## config.mk

```make
export PLATFORM = sky130hd
export DESIGN_NAME = uart_tx_fifo
export DESIGN_NICKNAME = d
export VERILOG_FILES = /design/src/rtl/uart_tx_fifo.sv
export SDC_FILE = /design/constraint.sdc
export NUM_CORES = 1
export LEC_CHECK = 0
export ABC_AREA = 1
export CORE_UTILIZATION = 45
export DETAILED_ROUTE_END_ITERATION = 12
export GPL_ROUTABILITY_DRIVEN = 1
export SLEW_MARGIN = 5
export SYNTH_ARGS = -nofsm -noshare
export SYNTH_HDL_FRONTEND = slang
export SYNTH_SLANG_ARGS = --single-unit
```

## constraint.sdc

```tcl
create_clock -name sys_clk -period 2.6 [get_ports sys_clk]
set_input_delay 0.26 -clock sys_clk [delete_from_list [all_inputs] [get_ports sys_clk]]
set_output_delay 0.26 -clock sys_clk [all_outputs]
set_load 0.005 [all_outputs]
```

## src/rtl/uart_tx_fifo.sv

```systemverilog
// UART transmitter fed by a power-of-two FIFO: start bit, DATA_BITS LSB first, STOP_BITS stop bits.
// Define UART_PARITY_EN to insert a parity bit after the data (even, or odd when PARITY_ODD=1).
module uart_tx_fifo #(
   parameter int CLK_DIV    = 16,
   parameter int DATA_BITS  = 8,
   parameter int STOP_BITS  = 1,
   parameter int FIFO_DEPTH = 8,
   parameter int PARITY_ODD = 0
) (
   input  logic                                  sys_clk,
   input  logic                                  rst,
   input  logic [DATA_BITS-1:0]                  wr_data,
   input  logic                                  wr_valid,
   output logic                                  wr_ready,
   output logic [$clog2(FIFO_DEPTH+1)-1:0]       fifo_count,
   output logic                                  busy,
   output logic                                  uart_tx
);

   localparam int BW = $clog2(CLK_DIV);
   localparam int NW = $clog2(DATA_BITS);
   localparam int PW = $clog2(FIFO_DEPTH);
   localparam int CW = $clog2(FIFO_DEPTH+1);

   if (CLK_DIV < 2 || DATA_BITS < 5 || DATA_BITS > 9 || STOP_BITS < 1 || STOP_BITS > 2 ||
       FIFO_DEPTH < 2 || (FIFO_DEPTH & (FIFO_DEPTH-1)) != 0 || PARITY_ODD < 0 || PARITY_ODD > 1)
   begin : g_param_check
      $error("uart_tx_fifo: illegal parameter combination");
   end

   typedef enum logic [2:0] {
      S_IDLE   = 3'd0,
      S_START  = 3'd1,
      S_DATA   = 3'd2,
`ifdef UART_PARITY_EN
      S_PARITY = 3'd3,
`endif
      S_STOP   = 3'd4
   } state_t;

   logic [DATA_BITS-1:0] r_mem [FIFO_DEPTH];
   logic [PW-1:0]        r_wptr, r_rptr;
   logic [CW-1:0]        r_count;
   state_t               r_state, w_state_nxt;
   logic [BW-1:0]        r_baud, w_baud_nxt;
   logic [NW-1:0]        r_bit, w_bit_nxt;
   logic [DATA_BITS-1:0] r_shift, w_shift_nxt;
   logic                 r_tx, w_tx_nxt;
   logic                 w_push, w_pop, w_not_empty, w_baud_end;
`ifdef UART_PARITY_EN
   logic                 r_par;
`endif

   assign w_not_empty = (r_count != '0);
   assign wr_ready    = (r_count < CW'(FIFO_DEPTH));
   assign w_push      = wr_valid && wr_ready;
   assign w_baud_end  = (r_baud == BW'(CLK_DIV-1));
   assign fifo_count  = r_count;
   assign busy        = (r_state != S_IDLE) || w_not_empty;
   assign uart_tx     = r_tx;

   always_comb begin
      w_state_nxt = r_state;
      w_baud_nxt  = r_baud;
      w_bit_nxt   = r_bit;
      w_shift_nxt = r_shift;
      w_tx_nxt    = r_tx;
      w_pop       = 1'b0;
      case (r_state)
         S_IDLE: begin
            w_tx_nxt = 1'b1;
            if (w_not_empty) begin
               w_pop       = 1'b1;
               w_state_nxt = S_START;
               w_tx_nxt    = 1'b0;
               w_baud_nxt  = '0;
               w_bit_nxt   = '0;
            end
         end
         S_START: begin
            if (w_baud_end) begin
               w_state_nxt = S_DATA;
               w_tx_nxt    = r_shift[0];
               w_baud_nxt  = '0;
               w_bit_nxt   = '0;
            end else begin
               w_baud_nxt = r_baud + BW'(1);
            end
         end
         S_DATA: begin
            if (w_baud_end) begin
               w_baud_nxt = '0;
               if (r_bit == NW'(DATA_BITS-1)) begin
                  w_bit_nxt = '0;
`ifdef UART_PARITY_EN
                  w_state_nxt = S_PARITY;
                  w_tx_nxt    = r_par;
`else
                  w_state_nxt = S_STOP;
                  w_tx_nxt    = 1'b1;
`endif
               end else begin
                  // Bit 1 of the current word becomes bit 0 after this shift.
                  w_bit_nxt   = r_bit + NW'(1);
                  w_shift_nxt = r_shift >> 1;
                  w_tx_nxt    = r_shift[1];
               end
            end else begin
               w_baud_nxt = r_baud + BW'(1);
            end
         end
`ifdef UART_PARITY_EN
         S_PARITY: begin
            if (w_baud_end) begin
               w_state_nxt = S_STOP;
               w_tx_nxt    = 1'b1;
               w_baud_nxt  = '0;
            end else begin
               w_baud_nxt = r_baud + BW'(1);
            end
         end
`endif
         S_STOP: begin
            if (w_baud_end) begin
               w_baud_nxt = '0;
               if (r_bit == NW'(STOP_BITS-1)) begin
                  w_bit_nxt = '0;
                  if (w_not_empty) begin
                     w_pop       = 1'b1;
                     w_state_nxt = S_START;
                     w_tx_nxt    = 1'b0;
                  end else begin
                     w_state_nxt = S_IDLE;
                     w_tx_nxt    = 1'b1;
                  end
               end else begin
                  w_bit_nxt = r_bit + NW'(1);
               end
            end else begin
               w_baud_nxt = r_baud + BW'(1);
            end
         end
         default: begin
            w_state_nxt = S_IDLE;
            w_tx_nxt    = 1'b1;
         end
      endcase
      if (w_pop) w_shift_nxt = r_mem[r_rptr];
   end

   always_ff @(posedge sys_clk) begin
      if (rst) begin
         r_state <= S_IDLE;
         r_baud  <= '0;
         r_bit   <= '0;
         r_tx    <= 1'b1;
         r_wptr  <= '0;
         r_rptr  <= '0;
         r_count <= '0;
      end else begin
         r_state <= w_state_nxt;
         r_baud  <= w_baud_nxt;
         r_bit   <= w_bit_nxt;
         r_tx    <= w_tx_nxt;
         if (w_push) r_wptr <= r_wptr + PW'(1);
         if (w_pop)  r_rptr <= r_rptr + PW'(1);
         case ({w_push, w_pop})
            2'b10:   r_count <= r_count + CW'(1);
            2'b01:   r_count <= r_count - CW'(1);
            default: r_count <= r_count;
         endcase
      end
   end

   // Storage and shifter carry no reset; the control path alone decides what is valid.
   always_ff @(posedge sys_clk) begin
      if (w_push) r_mem[r_wptr] <= wr_data;
      r_shift <= w_shift_nxt;
`ifdef UART_PARITY_EN
      if (w_pop) r_par <= (^r_mem[r_rptr]) ^ (PARITY_ODD != 0);
`endif
   end

endmodule

```

-- After elaboration in Yosys (flattened, before gate mapping)
Memory sizes are Yosys's and may differ from the RTL's. A register that Yosys moved wholly into a read port is not among the register bits.
Index checks and enable logic that the tools add are counted.
- flip-flop bits (word level): 29
- bits in latches: 0
- bits in writable memories: 64
- ROM bits: 0
- memories kept: 1
- memories (memory ; words ; bits a word ; rd ports ; clocked after memory_dff ; write ports ; RTL line ; text):
    r_mem ; 8 ; 8 ; 1 ; 1 ; 1 ; 41 ; logic [DATA_BITS-1:0] r_mem [FIFO_DEPTH];
- add/sub/neg operators: 6
- $mul: 0
- div/mod/pow operators: 0
- $lt $le $gt $ge: 1
- eq/ne operators: 14
- shift-type cells: 0
- mux-type cells: 38
- bitwise logic cells: 0
- reductions and logical operators: 17
- operator list (kind ; number):
    3-bit 2-to-1 mux ; 14
    8-bit 2-to-1 mux ; 4
    3-bit case mux with 4 select lines ; 2
    4-bit case mux with 2 select lines ; 2
    2-bit != test, second input constant ; 7
    1-bit 2-to-1 mux ; 12
    3-bit by 1-bit adder with 3-bit output, second input constant ; 3
    4-bit by 1-bit adder with 4-bit output, second input constant ; 2
    4-bit 2-to-1 mux ; 2
    2-bit nonzero test ; 4
    4-bit nonzero test ; 2
    3-bit equality test, second input constant ; 2
    3-bit logical NOT ; 2
    6-bit AND reduction ; 1
    5-bit AND reduction ; 1
    4-bit equality test, second input constant ; 1
    4-bit < comparator, second input constant ; 1
    1-bit case mux with 4 select lines ; 1
    4-bit AND reduction ; 1
    4-bit by 1-bit subtractor with 4-bit output, second input constant ; 1
    3-bit by 1-bit equality test with 1-bit output, second input constant ; 1
    3-bit by 2-bit equality test with 1-bit output, second input constant ; 1
    3-bit AND reduction ; 1
    3-bit nonzero test ; 1
    other kinds (7) ; 7

-- Longest topological paths before layout
- depth after elaboration: 7
- depth in mapped cells: 17
- gate-level depth less buffers: 16

-- Worst setup path before layout
No wires, ideal clock.
- path kind: reg2reg
- start point: register r_bit[0]
- end point: register r_count[2], in the netlist fifo_count[2]
- setup time: 0.115 ns
- arrival: 2.019 ns
- data required time: 2.485 ns
- setup slack: 0.465 ns
- cell stages (with the launch flop): 17
- buffers on the path: 1
- cells stage by stage: dfxtp_1 -> inv_1 -> ha_1 -> inv_1 -> nor2_1 -> nand3_1 -> a21oi_1 -> buf_4 -> ha_1 -> nand2_1 -> inv_1 -> nor2_1 -> ha_1 -> a21oi_1 -> xnor2_1 -> o21ai_0 -> inv_1
- word-level cells in the longest chain between the ends: 6
- elaborated cells between the ends (all ways): 8
- classes of those cells: eq/ne (2); mux (4); reduce/logical (2)
- ends and longest elaborated chain (what ; RTL line ; text):
    start: declaration ; 46 ; logic [NW-1:0] r_bit, w_bit_nxt;
    start signal: assignment ; 163 ; r_bit <= w_bit_nxt;
    3-bit logical NOT (*) ; 126 ; if (r_bit == NW'(STOP_BITS-1)) begin
    1-bit 2-to-1 mux (*) ; 126 ;
    1-bit 2-to-1 mux (*) ; 124 ; if (w_baud_end) begin
    1-bit case mux with 2 select lines (*) ; 69 ; case (r_state)
    2-bit by 1-bit equality test with 1-bit output or 2-bit equality test (tied branches) ; 167 ; case ({w_push, w_pop})
    4-bit case mux with 2 select lines or 2-bit nonzero test (tied branches) ; n/a ;
    end signal: assignment ; 168 ; 2'b10: r_count <= r_count + CW'(1);
    end signal: assignment ; 169 ; 2'b01: r_count <= r_count - CW'(1);
    end signal: assignment ; 170 ; default: r_count <= r_count;
    end: declaration ; 43 ; logic [CW-1:0] r_count;
Mark *: on every way between the ends. The rest lies on a longest branch, timed or not.
A chain may end at the register's enable or synchronous reset.

-- Final worst setup path
Same ends and word-level chain as after synthesis.

==> metrics.txt <==
asr flop ratio synth=0%; delay-heaviest family, CP=adder cells; initial DRC count=142; dpl cells=522; Layout Nets=445; GP Congestion=0.762; post-synthesis sequential area ratio=64.0%; synthesized area per cell=10.4 sq um; Post-synth EDFFs=72; CP max stage delay=0.34 ns; CTS max path bufs=2; core footprint=8810 sq um; Setup TNS Final=0 ns; actual slew at the worst max-slew pin=0.423 ns; max-slew violations=0; final critical-path required period=2.26 ns; Period Utilization, post-route=87.1%; kind of critical path=flip-flop to flip-flop; crit-path cells=inv_1 > ha_1 > inv_1 > nor2_1 > nand3_1 > a21oi_1 > ha_2 > nand2_1 > inv_1 > nor2_1 > ha_1 > a21oi_1 > xnor2_1 > o21ai_0 > inv_1; fmax=442 MHz; Post CTS Setup Buffer Count=0; number of inserted diodes=0; number of synthesized register bits=96; Main synth FF type=edfxtp_1; DIE WIDTH=97.8 microns; Syn Std Cell Area=4130 sq um; clock sink count=96; final std cells w/o fill=538; PwrDens=1040 nW/um^2; min-delay worst type=flip-flop to flip-flop; WL per Instance=14.8 microns; most numerous cell in the Yosys netlist=edfxtp_1; post-DR vias/cell=5.23; Synth area leader=edfxtp_1; DRT antenna net count=0; GR peak layer=met2; first-pass GRT wire length=12900 microns; Overflow after GRT=0; io pins=18; Setup Viol. Count Final=0; Max IR drop VDD=0.347 mV; Synth cell types=31; post-synth top area share=52.3%; via count=2815; maximum capacitance violations=0; P&R area growth vs syn=12.7%; status=finished, final reports clean; Final WS setup=0.336 ns; TritonCTS clock tree=yes; DRT Pass-1 Iters=4; Syn Inst Count=397; Syn Nets=417; CP most frequent cell=inv_1; FILL cells=784; Final Hold Fails=0; initial antenna violation count=0; GR Util met3=4.87%; Post-Route Utilization=52.9%; Leak=1.74 nW; Num CTS Buffers=9; Worst Path Max Fanout=5; initial core utilization=46.9%; Root Driver=clkbuf_8; Rel. slew slack=71.8%; Worst EP required=2.85 ns; CP max-delay cell=dfxtp_1; crit path DAT=2.52 ns; layout cells sized above 1=10.7%; DP HPWL=5110 microns; die area=9570 sq um; grt met2 use=28.2%; # rows=34; Setup crit start kind=flip-flop; commonest cells in the synthesized netlist=72 x edfxtp_1, 69 x nor2_1, 58 x nand2_1, 42 x o21ai_0, 24 x dfxtp_1; number of global-route vias before repair=2559; Synth area leaders=edfxtp_1 52%, dfxtp_1 12%, nor2_1 6.3%; Global Route Usage Sum=17.8%; PortBufs=17; met1 Track Usage GR=24.4%; YS warnings=0; DRC=0; Post-Place Worst Slack=0.331 ns; RSZ-0062 raised after global routing=no; final WL=7980 microns; Crit. End Element=flip-flop; H-tree Lvls=3; Worst Skew=0.0128 ns; Clock transition at path regs=0.10 ns; buffers and inverters on the worst path=4; worst-skew pair later-pin latency=0.36 ns; Die Y=97.8 microns; largest net degree at the start of global routing=33
[report_power, final]
part	leakage, nW	internal, W	switching (W)
clock network	0.0921	0.000368	0.000547
registers	0.855	0.00195	0.000148
logic	0.795	0.000696	0.00115
total	1.74	0.00301	0.00185
[final timing paths]
check,start,endpoint,slack [ns],cells past startpoint
setup / recovery,r_bit[0]$_SDFFE_PP0P_,fifo_count[2]$_SDFFE_PP0P_,0.34,15
hold / removal,uart_tx$_SDFFE_PP1P_,uart_tx$_SDFFE_PP1P_,0.49,2
setup reg to reg,r_bit[0]$_SDFFE_PP0P_,fifo_count[2]$_SDFFE_PP0P_,0.34,15
hold reg to reg,uart_tx$_SDFFE_PP1P_,uart_tx$_SDFFE_PP1P_,0.49,2
[worst register-to-register path, cell delays in order (launching register included)]
cell and delay, ns:
dfxtp_1 0.34, inv_1 0.08, ha_1 0.14, inv_1 0.03
nor2_1 0.14, nand3_1 0.11, a21oi_1 0.24, ha_2 0.28
nand2_1 0.06, inv_1 0.07, nor2_1 0.05, ha_1 0.17
a21oi_1 0.15, xnor2_1 0.09, o21ai_0 0.14, inv_1 0.06
[state kept, by name, indices dropped and copies added, names as in the netlist, named ones only]
| register | count |
|---|---|
| r_mem | 64 |
| r_shift | 8 |
| fifo_count | 4 |
| r_baud | 4 |
| r_bit | 3 |
| r_rptr | 3 |
| r_state | 3 |
| r_wptr | 3 |
| uart_tx | 1 |
[cell usage in the layout, fill, tap and decap left out, types with 2 or more instances in the layout]
| cell | netlist | layout |
|---|---|---|
| edfxtp_1 | 72 | 72 |
| nor2_1 | 69 | 69 |
| nand2_1 | 58 | 58 |
| o21ai_0 | 42 | 42 |
| dfxtp_1 | 24 | 24 |
| inv_1 | 23 | 23 |
| nand3_1 | 21 | 21 |
| a21oi_1 | 21 | 21 |
| clkdlybuf4s50_1 | 0 | 17 |
| o211ai_1 | 16 | 16 |
| buf_4 | 2 | 16 |
| clkbuf_8 | 0 | 9 |
| ha_1 | 9 | 8 |
| nand2_2 | 4 | 4 |
| inv_2 | 3 | 3 |
| xor2_1 | 3 | 3 |
| inv_6 | 0 | 3 |
| nor2_2 | 2 | 2 |
| nand3b_1 | 2 | 2 |
| inv_8 | 0 | 2 |
[through the flow]
stage	total power, W	hold WS, ns	area [sq um]
5_1_grt	0.00523	0.518	4650
4_1_cts	0.00489	0.495	4650
3_3_place_gp	0.00396	0.465	4470
6_report	0.00486	0.491	4650
2_1_floorplan	0.00344	0.359	4130
3_5_place_dp	0.00398	0.471	4470
[layer usage]
| layer | vias to the layer above | wire [microns] |
|---|---|---|
| met2 | 60 | 3740 |
| met5 | - | 0 |
| met4 | 0 | 62 |
| met3 | 4 | 366 |
| li1 | 1422 | - |
| met1 | 1329 | 3810 |
[kinds of logic (layout without fill, tap and decap cells)]
| group | after synthesis | after routing | synth area share [%] |
|---|---|---|---|
| flip-flops | 96 | 96 | 64.0 |
| buffers and inverters | 42 | 75 | 4.48 |
| AO/OA/AOI/OAI | 84 | 84 | 11.4 |
| XOR/XNOR | 4 | 4 | 0.848 |
| adder cells (fa/ha/maj) | 9 | 9 | 2.73 |
| AND/OR/NAND/NOR | 162 | 162 | 16.5 |
[layout make-up]
cell class                 count  area, sq um  share of cell area, %
clock inverter                 7         60.1                   1.29
clock buffer                   9          124                   2.66
timing repair buffer          33          290                   6.24
multi-input combinational    259         1310                   28.0
sequential                    96         2640                   56.8
tap                          108          135                   2.90
inverter                      26         97.6                   2.10
[timing repair]
item / CTS / global route
gates resized for setup: 0 / 1
endpoints found under the setup margin: 0 / 1
hold endpoints to repair: 0 / 0
hold buffers: 0 / 0
No activity file was read; power rests on OpenSTA's default activity.
